<file path="src/rtl/run_controller.sv">
// run_controller
// Run-control block for the SimpleRISC core. It stretches reset into the core, gates
// the core clock-enable, counts enabled cycles, and ends a run on a halt or when the
// cycle budget runs out. It also provides pause, single-step and a synchronous soft restart.
//
// Ports
//   clk          in   1      system clock, rising edge
//   rst_n        in   1      asynchronous active-low reset
//   soft_rst     in   1      synchronous restart request, active-high
//   halt_in      in   1      halt-instruction retirement from the core (used only when enabled)
//   pause        in   1      level: freeze the core while high
//   step         in   1      rising edge while paused grants one enabled cycle
//   core_rst     out  1      registered active-high reset to the core
//   core_en      out  1      core clock-enable (combinational from state/pause/step)
//   cycle_count  out  CNT_W  enabled cycles completed, wraps
//   run_state    out  3      HOLD=0 RUN=1 PAUSE=2 HALTED=3 TIMEOUT=4
//   done         out  1      registered; high in HALTED or TIMEOUT
//   timeout      out  1      registered; high only in TIMEOUT
module run_controller #(
   parameter int unsigned RST_CYCLES = 2,
   parameter int unsigned MAX_CYCLES = 15,
   parameter int unsigned CNT_W      = 32
) (
   input  logic             clk,
   input  logic             rst_n,
   input  logic             soft_rst,
   input  logic             halt_in,
   input  logic             pause,
   input  logic             step,
   output logic             core_rst,
   output logic             core_en,
   output logic [CNT_W-1:0] cycle_count,
   output logic [2:0]       run_state,
   output logic             done,
   output logic             timeout
);

   typedef enum logic [2:0] {
      ST_HOLD    = 3'd0,
      ST_RUN     = 3'd1,
      ST_PAUSE   = 3'd2,
      ST_HALTED  = 3'd3,
      ST_TIMEOUT = 3'd4
   } state_t;

   localparam int unsigned       HOLD_W      = (RST_CYCLES > 1) ? $clog2(RST_CYCLES) : 1;
   localparam logic [HOLD_W-1:0] HOLD_LAST   = HOLD_W'(RST_CYCLES - 1);
   localparam logic [CNT_W-1:0]  BUDGET_LAST = CNT_W'(MAX_CYCLES - 1);

   state_t            state_r;
   logic [HOLD_W-1:0] hold_cnt_r;
   logic              step_q_r;
   logic              core_rst_r;
   logic [CNT_W-1:0]  cycle_count_r;
   logic              done_r;
   logic              timeout_r;

   logic              step_pulse_s;
   logic              core_en_s;
   logic              budget_hit_s;

   // Enable decode: free-running in RUN, one cycle per step edge in PAUSE.
   always_comb begin
      step_pulse_s = step & ~step_q_r;
      core_en_s    = 1'b0;
      budget_hit_s = 1'b0;
      if (state_r == ST_RUN) begin
         core_en_s = ~pause;
      end else if (state_r == ST_PAUSE) begin
         core_en_s = step_pulse_s;
      end else begin
         core_en_s = 1'b0;
      end
      // A zero budget disables the timeout entirely.
      if (MAX_CYCLES != 0) begin
         budget_hit_s = (cycle_count_r == BUDGET_LAST);
      end else begin
         budget_hit_s = 1'b0;
      end
   end

   // Run-control state machine with its registered outputs.
   always_ff @(posedge clk or negedge rst_n) begin
      if (!rst_n) begin
         state_r       <= ST_HOLD;
         hold_cnt_r    <= '0;
         step_q_r      <= 1'b0;
         core_rst_r    <= 1'b1;
         cycle_count_r <= '0;
         done_r        <= 1'b0;
         timeout_r     <= 1'b0;
      end else begin
         step_q_r <= step;
         if (soft_rst) begin
            state_r       <= ST_HOLD;
            hold_cnt_r    <= '0;
            core_rst_r    <= 1'b1;
            cycle_count_r <= '0;
            done_r        <= 1'b0;
            timeout_r     <= 1'b0;
         end else begin
            if (core_en_s) begin
               cycle_count_r <= cycle_count_r + CNT_W'(1);
            end
            case (state_r)
               ST_HOLD: begin
                  // Release the core on the same edge the hold count completes.
                  if (hold_cnt_r == HOLD_LAST) begin
                     state_r    <= ST_RUN;
                     core_rst_r <= 1'b0;
                     hold_cnt_r <= '0;
                  end else begin
                     hold_cnt_r <= hold_cnt_r + HOLD_W'(1);
                  end
               end
               ST_RUN, ST_PAUSE: begin
                  // Halt beats timeout when both land on the last budget cycle.
                  if (core_en_s && halt_in) begin
                     state_r <= ST_HALTED;
                     done_r  <= 1'b1;
                  end else if (core_en_s && budget_hit_s) begin
                     state_r   <= ST_TIMEOUT;
                     done_r    <= 1'b1;
                     timeout_r <= 1'b1;
                  end else if (pause) begin
                     state_r <= ST_PAUSE;
                  end else begin
                     state_r <= ST_RUN;
                  end
               end
               ST_HALTED, ST_TIMEOUT: begin
                  state_r <= state_r;
               end
               default: begin
                  state_r    <= ST_HOLD;
                  hold_cnt_r <= '0;
                  core_rst_r <= 1'b1;
               end
            endcase
         end
      end
   end

   assign core_rst    = core_rst_r;
   assign core_en     = core_en_s;
   assign cycle_count = cycle_count_r;
   assign run_state   = state_r;
   assign done        = done_r;
   assign timeout     = timeout_r;

endmodule

</file>
<file path="config.mk">
export PLATFORM = sky130hd
export DESIGN_NAME = run_controller
export DESIGN_NICKNAME = d
export VERILOG_FILES = /design/src/rtl/run_controller.sv
export SDC_FILE = /design/constraint.sdc
export NUM_CORES = 1
export LEC_CHECK = 0
export ABC_AREA = 1
export BUFFER_PORTS_ARGS = -buffer_cell sky130_fd_sc_hd__buf_2
export CAP_MARGIN = 30
export CELL_PAD_IN_SITES_DETAIL_PLACEMENT = 1
export CELL_PAD_IN_SITES_GLOBAL_PLACEMENT = 2
export CORE_ASPECT_RATIO = 1.1
export CORE_UTILIZATION = 33
export CTS_CLUSTER_SIZE = 40
export DETAILED_ROUTE_END_ITERATION = 7
export PLACE_DENSITY = 0.95
export RECOVER_POWER = 50
export SLEW_MARGIN = 20
export SYNTH_ARGS = -nofsm -noshare
export SYNTH_HDL_FRONTEND = slang
export SYNTH_SLANG_ARGS = --single-unit
export TNS_END_PERCENT = 50
</file>
<file path="constraint.sdc">
create_clock -name clk -period 4.13 [get_ports clk]
set_input_delay 0 -clock clk [delete_from_list [all_inputs] [get_ports clk]]
set_output_delay 0 -clock clk [all_outputs]
set_load 0.005 [all_outputs]
</file>
Word level (Yosys, flattened, before mapping)
Cells that the tools add are included.
Widths: inputs -> output; s select.
{"block": "classes", "eq_ne": 9, "muxes": 23, "n_bitwise": 3, "n_reduce_logical": 14, "n_addsub": 2}
{"op": "$mux 32", "n": 2}
{"op": "$add 32x1->32 const B", "n": 1}
{"op": "$eq 32x4->1 const B", "n": 1}
{"op": "$mux 1", "n": 13}
{"op": "$mux 3", "n": 4}
{"op": "$pmux 3 s3", "n": 1}
{"op": "$eq 3x2->1 const B", "n": 2}
{"op": "$reduce_and 2->1", "n": 3}
{"op": "$reduce_bool 2->1", "n": 3}
{"op": "$ne 2x2->1 const B", "n": 2}
{"op": "$pmux 1 s2", "n": 2}
{"op": "$reduce_or 2->1", "n": 2}
{"op": "$reduce_or 4->1", "n": 1}
{"op": "$eq 3x1->1 const B", "n": 1}
{"op": "$eq 3x3->1 const B", "n": 1}
{"op": "$logic_not 3->1", "n": 1}
{"op": "$ne 3x3->1 const B", "n": 1}
{"op": "$reduce_and 3->1", "n": 1}
{"op": "$reduce_bool 3->1", "n": 1}
{"op": "$logic_and 1x1->1", "n": 2}
{"op": "$mux 2", "n": 1}
{"op": "$ne 2x1->1 const B", "n": 1}
{"op": "$not 1->1", "n": 2}
{"op": "$add 1x1->1 const B", "n": 1}
{"op": "$and 1x1->1", "n": 1}
{"block": "word_totals", "register_bits": 40}

Longest topological paths before layout
Gate-level depths: netlist (run 1).
{"block": "depth", "word_depth": 9, "depth_mapped": 13, "depth_no_buf": 13}

Least setup slack after synthesis (run 1)
OpenSTA, ideal clock, no wires.
{"block": "synth_path", "kind": "register -> register", "startpoint": "reg cycle_count_r[1] (netlist: cycle_count[1])", "endpoint": "reg cycle_count_r[16] (netlist: cycle_count[16])", "period_less_slack_ns": 1.578, "setup_slack_ns": 2.552, "setup_ns": 0.123, "t_required_ns": 4.007, "arrival_time_ns": 1.454, "stages_incl_launch_ff": 11, "cell_sequence": "dfrtp_1 > ha_1 > inv_1 > nor2_2 > nand2_1 > nor2_2 > nand2_2 > nor2_4 > nand2_2 > o21ai_0 > a21oi_1"}
{"block": "synth_between", "elab_chain_cells": 3}
{"item": "start: declaration", "line_no": "54", "source": "logic [CNT_W-1:0] cycle_count_r;"}
{"item": "start signal: assignment", "line_no": "103", "source": "cycle_count_r <= cycle_count_r + CNT_W'(1);"}
{"item": "$add 32x1->32", "line_no": "103"}
{"item": "$mux 32", "line_no": "102", "source": "if (core_en_s) begin"}
{"item": "$mux 32", "line_no": "94", "source": "if (soft_rst) begin"}
No other way between the ends. The select of a mux whose other input is x is not followed.
A chain may end at the register's enable or synchronous reset.

==> reports/qor.txt, run 1 <==
================================================================================
Number of buffers created by CTS                                               5
Worst-margin pin slew                                                    1460 ps
Synthesized net count                                                        391
Routed WL                                                                7770 um
Vias per Instance                                                           4.93
Crit path DAT                                                            2360 ps
Ratio of final minimum period to clock period                              53.2%
Minimum setup slack after placement                                      2250 ps
Grt total ovfl                                                                 0
Min-Delay Startpoint                                                    soft_rst
Netlist cell types                                                            29
Die W                                                                    86.2 um
Startpoint Class                                                      input port
RSZ-0062 raised after global routing                                       false
Maximum fanout count along the critical path                                  25
Number of diodes added for antenna fixing                                      0
Final-report hold violation count                                              0
Top-area cell type share of the netlist area                               38.0%
Number of maximum-capacitance violations                                       0
Highest attainable clock frequency                                     0.455 GHz
Synthesis warning total                                                        0
Global-route wire length before repair                                  13300 um
Post-route ant nets                                                            0
Reg2Reg Depth                                                                 11
CTS Root Buffer Type                                                    clkbuf_8
Starting density of the core                                               34.2%
Worst Path Required                                                      4290 ps
Violation count after the first detailed-route iteration                     137
Largest net degree at the start of global routing                             31
IO buf count                                                                  44
Setup-failing EPs final                                                        0
Die outline area                                                      8150 sq um
Leading cell type in the layout, fill and taps excluded                  nand2_1
Overall global routing resource usage                                      20.8%
Post-layout utilization of the core                                        40.3%
Number of nets at the end of the flow                                        440
Final Instance Area                                                   3030 sq um
Final weighted congestion in routability-driven placement                  0.800
Core box area                                                         7510 sq um
Mapped Cells                                                                 383
Share of synthesized area occupied by flip-flops and latches               39.0%
Final routed DRC violation total                                               0
End point of the worst hold path                                            done
Critical register-to-register path startpoint                       cycle_count[1]
Post-route clock skew                                                    8.40 ps
Top cells by area, synth                                            dfrtp_1 (38%), nand2_1 (15%), inv_1 (9.3%)
Worst Setup Path Type                                               input port to async pin
Post-CTS Setup Inserts                                                         0
Number of antenna violations at the first check in global routing              0
Reg2Reg Setup Slack                                                      2240 ps
CTS clk-pin slew, worst paths                                              90 ps
Total I/O pin count                                                           45
Post-detailed-placement half-perimeter wirelength                        5990 um
Number of pins exceeding their max-slew limit in the final report              0
First drt pass iteration count                                                 4
Die H                                                                    94.6 um
Status                                                                 completed
Type of the worst min-delay path                                    input port to register
Hold-critical path depth                                                       2
Headroom to the max-slew limit                                             2.36%
Endpoint type of the worst setup path                                  async pin
Flop and latch count out of synthesis                                         40
Cell leakage power                                                       1.58 nW
Post-Synthesis Cell Area                                              2570 sq um
Placed standard-cell area                                             2910 sq um
Total power per unit cell area                                       317 nW/um^2
Commonest cells after routing, fill and taps aside                  nand2_1 (104), inv_1 (64), nor2_1 (46)
Total negative slack for setup checks                                       0 ps
Area growth from synthesis to layout                                       17.9%
Detailed-route via count                                                    2652
Area leader, netlist                                                     dfrtp_1
Worst-Skew Late Latency                                                   300 ps
CTS H-Tree Depth                                                               2
Highest ir drop seen on vdd                                             0.179 mV
Worst-case clock buffer depth                                                  2
Final Total Pwr                                                         0.962 mW
Worst Setup Slack, final                                                 1930 ps
Number of filler cells placed in the layout                                 1010
Crit path time final                                                     2200 ps
Average size of a mapped cell                                         6.71 sq um
Share of layout cells above drive strength 1                               15.5%
Number of global-route vias before repair                                   2752
Reg-to-reg critical path endpoint                                   cycle_count[22]
Number of clock sinks seen by CTS                                             40
Routed wire per std cell                                                 14.4 um
TritonCTS clock tree                                                       built
# rows                                                                        33
================================================================================
## cells by family after synthesis
family	count (synthesis)	share of synthesized area, %
AO/OA/AOI/OAI	39	8.13
adder cells (fa/ha/maj)	2	0.973
buffers and inverters	71	10.7
AND/OR/NAND/NOR	231	41.2
flip-flops	40	39.0
## worst max path at each step
stage | start | end | slack (ps) | depth (start not counted)
after CTS | cycle_count[1] | cycle_count[22] | 2210 | 11
after global placement | cycle_count[1] | cycle_count[22] | 2310 | 11
after floorplan | cycle_count[1] | cycle_count[16] | 2550 | 10
after global routing | rst_n | hold_cnt_r | 1590 | 3
final | rst_n | cycle_count[20] | 1930 | 3
after detailed placement | cycle_count[1] | cycle_count[22] | 2250 | 11
## worst max-delay path: stages
cell and delay [ps]:
dlygate4sd3_1 520, clkbuf_1 690, clkbuf_1 1130
## metal layers
metal	GRT usage (%)	up-vias	part of all wire, %	wire [um]
li1	-	1313	-	-
met1	25.8	1287	47	3640
met2	37.7	41	49	3830
met3	2.80	11	2.3	181
met4	5.69	0	1.5	117
met5	0	-	0	0
## registers in the layout, summed over array words and instances (netlist names)
register	count
timeout	1
run_state	3
hold_cnt_r	1
core_rst	1
done	1
cycle_count	32
step_q_r	1
## power by group
part	switching [mW]	total (mW)	internal, mW
Combinational	0.127	0.187	0.0604
Sequential	0.0217	0.440	0.419
Clock	0.155	0.334	0.179
## cells in the mapped netlist, drive strengths merged
cell type,instances
o22ai,1
nand3,24
dfrtp,39
a31oi,1
a21oi,18
and3,2
inv,65
nor3b,1
o21a,1
dfstp,1
nand2,114
nor3,16
buf,3
nor4,3
clkbuf,3
a211oi,2
nand4,16
o21ai,16
nor2,55
ha,2
## cell type report
cell class,count,area (sq um),share of cell area [%]
Multi-Input combinational cell,272,1290,42.7
Sequential cell,40,1000,33.1
Timing Repair Buffer,48,249,8.21
Inverter,65,244,8.05
Tap cell,105,131,4.33
Clock buffer,5,68.8,2.27
Clock inverter,3,42.5,1.40
## stage by stage
stage                     hold WS [ps]  instances
after floorplan                   -296        383
after global placement             129        526
after detailed placement         -47.0        527
after CTS                         13.4        537
after global routing              28.5        538
final                             13.7        538
## timing repair
item,4_1_cts,5_1_grt
gates resized for setup,0,0
hold buffers,2,0
hold endpoints to repair,40,0
Power figures use the tool's default switching activity.
==> run 2: changes to the inputs <==
--- a/config.mk
+++ b/config.mk
@@ -11,10 +11,10 @@
 export CELL_PAD_IN_SITES_DETAIL_PLACEMENT = 1
 export CELL_PAD_IN_SITES_GLOBAL_PLACEMENT = 2
 export CORE_ASPECT_RATIO = 1.1
-export CORE_UTILIZATION = 33
+export CORE_UTILIZATION = 30
 export CTS_CLUSTER_SIZE = 40
 export DETAILED_ROUTE_END_ITERATION = 7
-export PLACE_DENSITY = 0.95
+export PLACE_DENSITY = 0.9
 export RECOVER_POWER = 50
 export SLEW_MARGIN = 20
 export SYNTH_ARGS = -nofsm -noshare
==> constraint.sdc (replaced) <==
create_clock -name clk -period 2.05 [get_ports clk]
set_input_delay 0 -clock clk [delete_from_list [all_inputs] [get_ports clk]]
set_output_delay 0 -clock clk [all_outputs]
set_load 0.005 [all_outputs]
==> reports/qor.txt, run 2 (synthesis results as in run 1) <==
================================================================================
Post-detailed-placement half-perimeter wirelength                        6170 um
Crit path time final                                                     1860 ps
Violation count after the first detailed-route iteration                      76
Number of clock sinks seen by CTS                                             40
Worst-Skew Late Latency                                                   300 ps
CTS H-Tree Depth                                                               2
Crit path DAT                                                            2050 ps
Startpoint Class                                                        register
Status                                                                 completed
Headroom to the max-slew limit                                             27.9%
Reg2Reg Setup Slack                                                       190 ps
Area growth from synthesis to layout                                       19.3%
Worst Path Required                                                      2240 ps
Vias per Instance                                                           4.89
Final routed DRC violation total                                               0
Total negative slack for setup checks                                       0 ps
TritonCTS clock tree                                                       built
Leading cell type in the layout, fill and taps excluded                  nand2_1
Cell leakage power                                                       1.60 nW
Number of filler cells placed in the layout                                 1107
Number of buffers created by CTS                                               5
Routed wire per std cell                                                 14.7 um
Number of diodes added for antenna fixing                                      0
Highest ir drop seen on vdd                                             0.270 mV
Largest net degree at the start of global routing                             41
Number of pins exceeding their max-slew limit in the final report              0
# rows                                                                        35
Detailed-route via count                                                    2681
Worst-margin pin slew                                                    1080 ps
Post-layout utilization of the core                                        36.7%
Worst-case clock buffer depth                                                  2
Die W                                                                    90.3 um
Min-Delay Startpoint                                                       pause
Die H                                                                    99.1 um
Final weighted congestion in routability-driven placement                  0.811
Global-route wire length before repair                                  13800 um
Routed WL                                                                8060 um
Minimum hold slack                                                       31.9 ps
Core box area                                                         8360 sq um
Number of antenna violations at the first check in global routing              0
Endpoint type of the worst setup path                                   register
Grt total ovfl                                                                 0
Commonest cells after routing, fill and taps aside                  nand2_1 (104), inv_1 (64), nor2_1 (46)
Maximum fanout count along the critical path                                   4
Type of the worst min-delay path                                    input port to register
Timing startpoint of the critical path                              cycle_count[0]
Number of global-route vias before repair                                   2827
Setup-failing EPs final                                                        0
Overall global routing resource usage                                      19.2%
Total I/O pin count                                                           45
Share of layout cells above drive strength 1                               16.2%
Number of nets at the end of the flow                                        444
Die outline area                                                      8950 sq um
Final-report hold violation count                                              0
Ratio of final minimum period to clock period                              90.5%
Critical register-to-register path startpoint                       cycle_count[0]
Highest attainable clock frequency                                     0.539 GHz
Worst Setup Path Type                                               register to register
First drt pass iteration count                                                 4
Final Instance Area                                                   3070 sq um
Number of flip-flops in the largest register                                  32
IO buf count                                                                  44
Total power per unit cell area                                       639 nW/um^2
Post-route ant nets                                                            0
CTS clk-pin slew, worst paths                                              90 ps
CTS Root Buffer Type                                                    clkbuf_8
Placed standard-cell area                                             2940 sq um
Post-route clock skew                                                    10.5 ps
Starting density of the core                                               30.7%
Number of maximum-capacitance violations                                       0
================================================================================
==> run 2: cell types whose count changed in the layout (fill, tap and decap cells not counted), sizes merged <==
cell,delta
buf,+4
==> run 2: final timing paths <==
path	depth (start not counted)	to
setup / recovery	10	cycle_count[22]
hold / removal	3	run_state[1]
setup reg to reg	10	cycle_count[22]
hold reg to reg	2	hold_cnt_r
max in group asynchronous	3	cycle_count[9]
min in group asynchronous	3	cycle_count[17]
==> run 2: routing by layer <==
layer,GRT usage [%],up-vias,part of all wire [%]
li1,-,1320,-
met1,24.2,1291,45
met2,34.2,57,50
met3,3.06,13,3.6
met4,5.46,0,1.6
met5,0,-,0
==> run 2: repair_timing <==
action | in CTS | in global routing
hold buffers | 2 | 0
resized for setup | 0 | 1
hold endpoints to repair | 40 | 0
endpoints found under the setup margin | 0 | 2
setup buffers | 0 | 1
==> run 2: cell type report <==
type	count	area, sq um	area share, %
clock inverter	3	42.5	1.39
inverter	65	244	7.96
timing repair buffer	52	272	8.85
multi-input combinational	272	1300	42.4
tap	111	139	4.53
clock buffer	5	68.8	2.24
sequential	40	1000	32.7
==> run 2: through the flow <==
stage	setup WS, ps	cells	power (mW)
2_1_floorplan	472	383	1.15
3_3_place_gp	270	537	1.29
3_5_place_dp	202	537	1.30
4_1_cts	134	547	1.98
5_1_grt	-1.07	548	2.09
6_report	194	548	1.96
==> run 2: worst max-delay path, cell delays in order (launching register included) <==
cell,delay (ps)
dfrtp_1,410
ha_1,230
inv_1,80
nor2_2,140
nand2_1,120
nor2_1,130
nand3_1,120
nor2_4,160
nand4_1,150
nor2_1,140
nor2_1,60
==> run 2: where the power goes <==
| part | switching (mW) | leakage, nW | internal, mW |
|---|---|---|---|
| Sequential | 0.0365 | 0.549 | 0.844 |
| Combinational | 0.275 | 0.992 | 0.138 |
| Clock | 0.307 | 0.0541 | 0.361 |
| Total | 0.618 | 1.60 | 1.34 |
==> run 3: changes to the inputs <==
--- a/config.mk
+++ b/config.mk
@@ -8,10 +8,10 @@
 export ABC_AREA = 1
 export BUFFER_PORTS_ARGS = -buffer_cell sky130_fd_sc_hd__buf_2
 export CAP_MARGIN = 30
-export CELL_PAD_IN_SITES_DETAIL_PLACEMENT = 1
-export CELL_PAD_IN_SITES_GLOBAL_PLACEMENT = 2
+export CELL_PAD_IN_SITES_DETAIL_PLACEMENT = 0
+export CELL_PAD_IN_SITES_GLOBAL_PLACEMENT = 1
 export CORE_ASPECT_RATIO = 1.1
-export CORE_UTILIZATION = 30
+export CORE_UTILIZATION = 39
 export CTS_CLUSTER_SIZE = 40
 export DETAILED_ROUTE_END_ITERATION = 7
 export PLACE_DENSITY = 0.9
==> reports/qor.txt, run 3 (synthesis results as in run 1) <==
================================================================================
Total power per unit cell area                                       595 nW/um^2
Number of diodes added for antenna fixing                                      0
Highest attainable clock frequency                                     0.548 GHz
Grt total ovfl                                                                 0
Share of layout cells above drive strength 1                               15.9%
Post-route ant nets                                                            0
Detailed-route via count                                                    2589
Final-report hold violation count                                              0
Cell leakage power                                                       1.58 nW
Sequential cell area                                                  1000 sq um
Min-Delay Startpoint                                                    soft_rst
Final weighted congestion in routability-driven placement                  0.834
Crit path DAT                                                            2060 ps
Die W                                                                    79.4 um
Post-route clock skew                                                    13.5 ps
Highest ir drop seen on vdd                                             0.473 mV
Worst Setup Path Type                                               register to register
Critical register-to-register path startpoint                       cycle_count[1]
Status                                                                 completed
TritonCTS clock tree                                                       built
Final routed DRC violation total                                               0
RSZ-0062 raised after global routing                                       false
Combined area of the multi-input logic cells                          1290 sq um
Worst-margin pin slew                                                     841 ps
Routed WL                                                                6790 um
Worst-Skew Late Latency                                                   300 ps
Reg-to-reg critical path endpoint                                   cycle_count[22]
Number of buffers created by CTS                                               5
Reg2Reg Depth                                                                 11
Overall global routing resource usage                                      21.7%
Core box area                                                         6270 sq um
CTS Root Buffer Type                                                    clkbuf_8
Die outline area                                                      6920 sq um
Timing startpoint of the critical path                              cycle_count[1]
Startpoint Class                                                        register
Global-route wire length before repair                                  11500 um
Final Instance Area                                                   2980 sq um
Setup-failing EPs final                                                        0
Starting density of the core                                               41.0%
Die H                                                                    87.2 um
Slowest cell on crit path                                                dfrtp_1
Area growth from synthesis to layout                                       15.9%
Commonest cells after routing, fill and taps aside                  nand2_1 (104), inv_1 (64), nor2_1 (46)
Placed standard-cell area                                             2880 sq um
End point of the worst hold path                                         timeout
Number of pins exceeding their max-slew limit in the final report              0
Number of maximum-capacitance violations                                       0
Endpoint type of the worst setup path                                   register
Number of clock sinks seen by CTS                                             40
Total I/O pin count                                                           45
# rows                                                                        30
Headroom to the max-slew limit                                             43.9%
Vias per Instance                                                           5.03
CTS H-Tree Depth                                                               2
Worst-case clock buffer depth                                                  2
Hold-critical path depth                                                       2
Leading cell type in the layout, fill and taps excluded                  nand2_1
Largest net degree at the start of global routing                             41
Type of the worst min-delay path                                    input port to register
Routed wire per std cell                                                 13.2 um
Maximum fanout count along the critical path                                   5
Most prevalent standard cell on the critical path                        nand2_1
First drt pass iteration count                                                 4
Post-CTS Setup Inserts                                                         0
Post-detailed-placement half-perimeter wirelength                        5170 um
Ratio of final minimum period to clock period                              89.1%
Peak per-stage delay on the critical path                                 410 ps
Reg2Reg Setup Slack                                                       220 ps
Worst Path Required                                                      2290 ps
CP Cell Sequence                                                    ha_1 > inv_1 > nor2_2 > nand2_1 > nor2_1 > nand3_1 > nor2_2 > nand4_1 > nand2_1 > nand2_1 > nor2_1
Number of global-route vias before repair                                   2340
Violation count after the first detailed-route iteration                     165
Post-cts resize count                                                          0
Number of nets at the end of the flow                                        442
Crit path time final                                                     1830 ps
Number of flip-flops in the largest register                                  32
Total negative slack for setup checks                                       0 ps
Number of filler cells placed in the layout                                  663
CTS clk-pin slew, worst paths                                              80 ps
IO buf count                                                                  44
Number of antenna violations at the first check in global routing              0
Count of hold buffers inserted by post-cts repair                              2
================================================================================
-- run 3: changes by cell type in the layout (fill, tap and decap cells not counted), sizes merged --
cell      change
bufinv        -1
buf           -1
clkbuf        +1
clkinvlp      -1
-- run 3: how the worst max path moves through the flow --
stage / slack [ps] / end / cells after the start
after detailed placement: 240 / cycle_count[22] / 11
final: 220 / cycle_count[22] / 11
after floorplan: 470 / cycle_count[16] / 10
after CTS: 200 / cycle_count[22] / 11
after global placement: 300 / cycle_count[22] / 8
after global routing: 7 / cycle_count[22] / 11
-- run 3: through the flow --
stage	cells	hold slack [ps]	setup WS (ps)	total power, mW	utilization (%)
4_1_cts	514	42.7	203	1.81	47.6
5_1_grt	515	64.7	7.13	1.91	47.5
3_3_place_gp	504	129	298	1.27	46.0
6_report	515	52.3	224	1.77	47.5
3_5_place_dp	504	131	243	1.28	46.0
2_1_floorplan	383	-296	472	1.15	-
-- run 3: power by group --
part / leakage (nW) / internal [mW] / total, mW / switching (mW)
Combinational: 0.990 / 0.125 / 0.375 / 0.250
Sequential: 0.549 / 0.844 / 0.882 / 0.0381
Clock: 0.0422 / 0.239 / 0.516 / 0.277
Total: 1.58 / 1.21 / 1.77 / 0.565
-- run 3: metal layers --
layer	vias to the layer above	global-route usage (%)	routed length, um
met1	1193	29.6	3140
met3	12	3.77	312
li1	1322	-	-
met5	-	0	0
met2	62	34.9	3200
met4	0	6.78	128
-- run 3: critical path, delay by kind of cell (launching register included) --
| family | cells | cell delay [ps] |
|---|---|---|
| and+or+nand+nor | 9 | 1060 |
| DFF | 1 | 410 |
| adders and majority gates | 1 | 220 |
| buffers and inverters | 1 | 70 |
-- run 3: final cells by class --
type,count,area share (%)
multi-input cells,272,43.4
clock buffers,7,2.56
repair buffers,50,8.69
inverters,65,8.19
well taps,80,3.36
clock inverters,1,0.168
flip-flops and latches,40,33.6
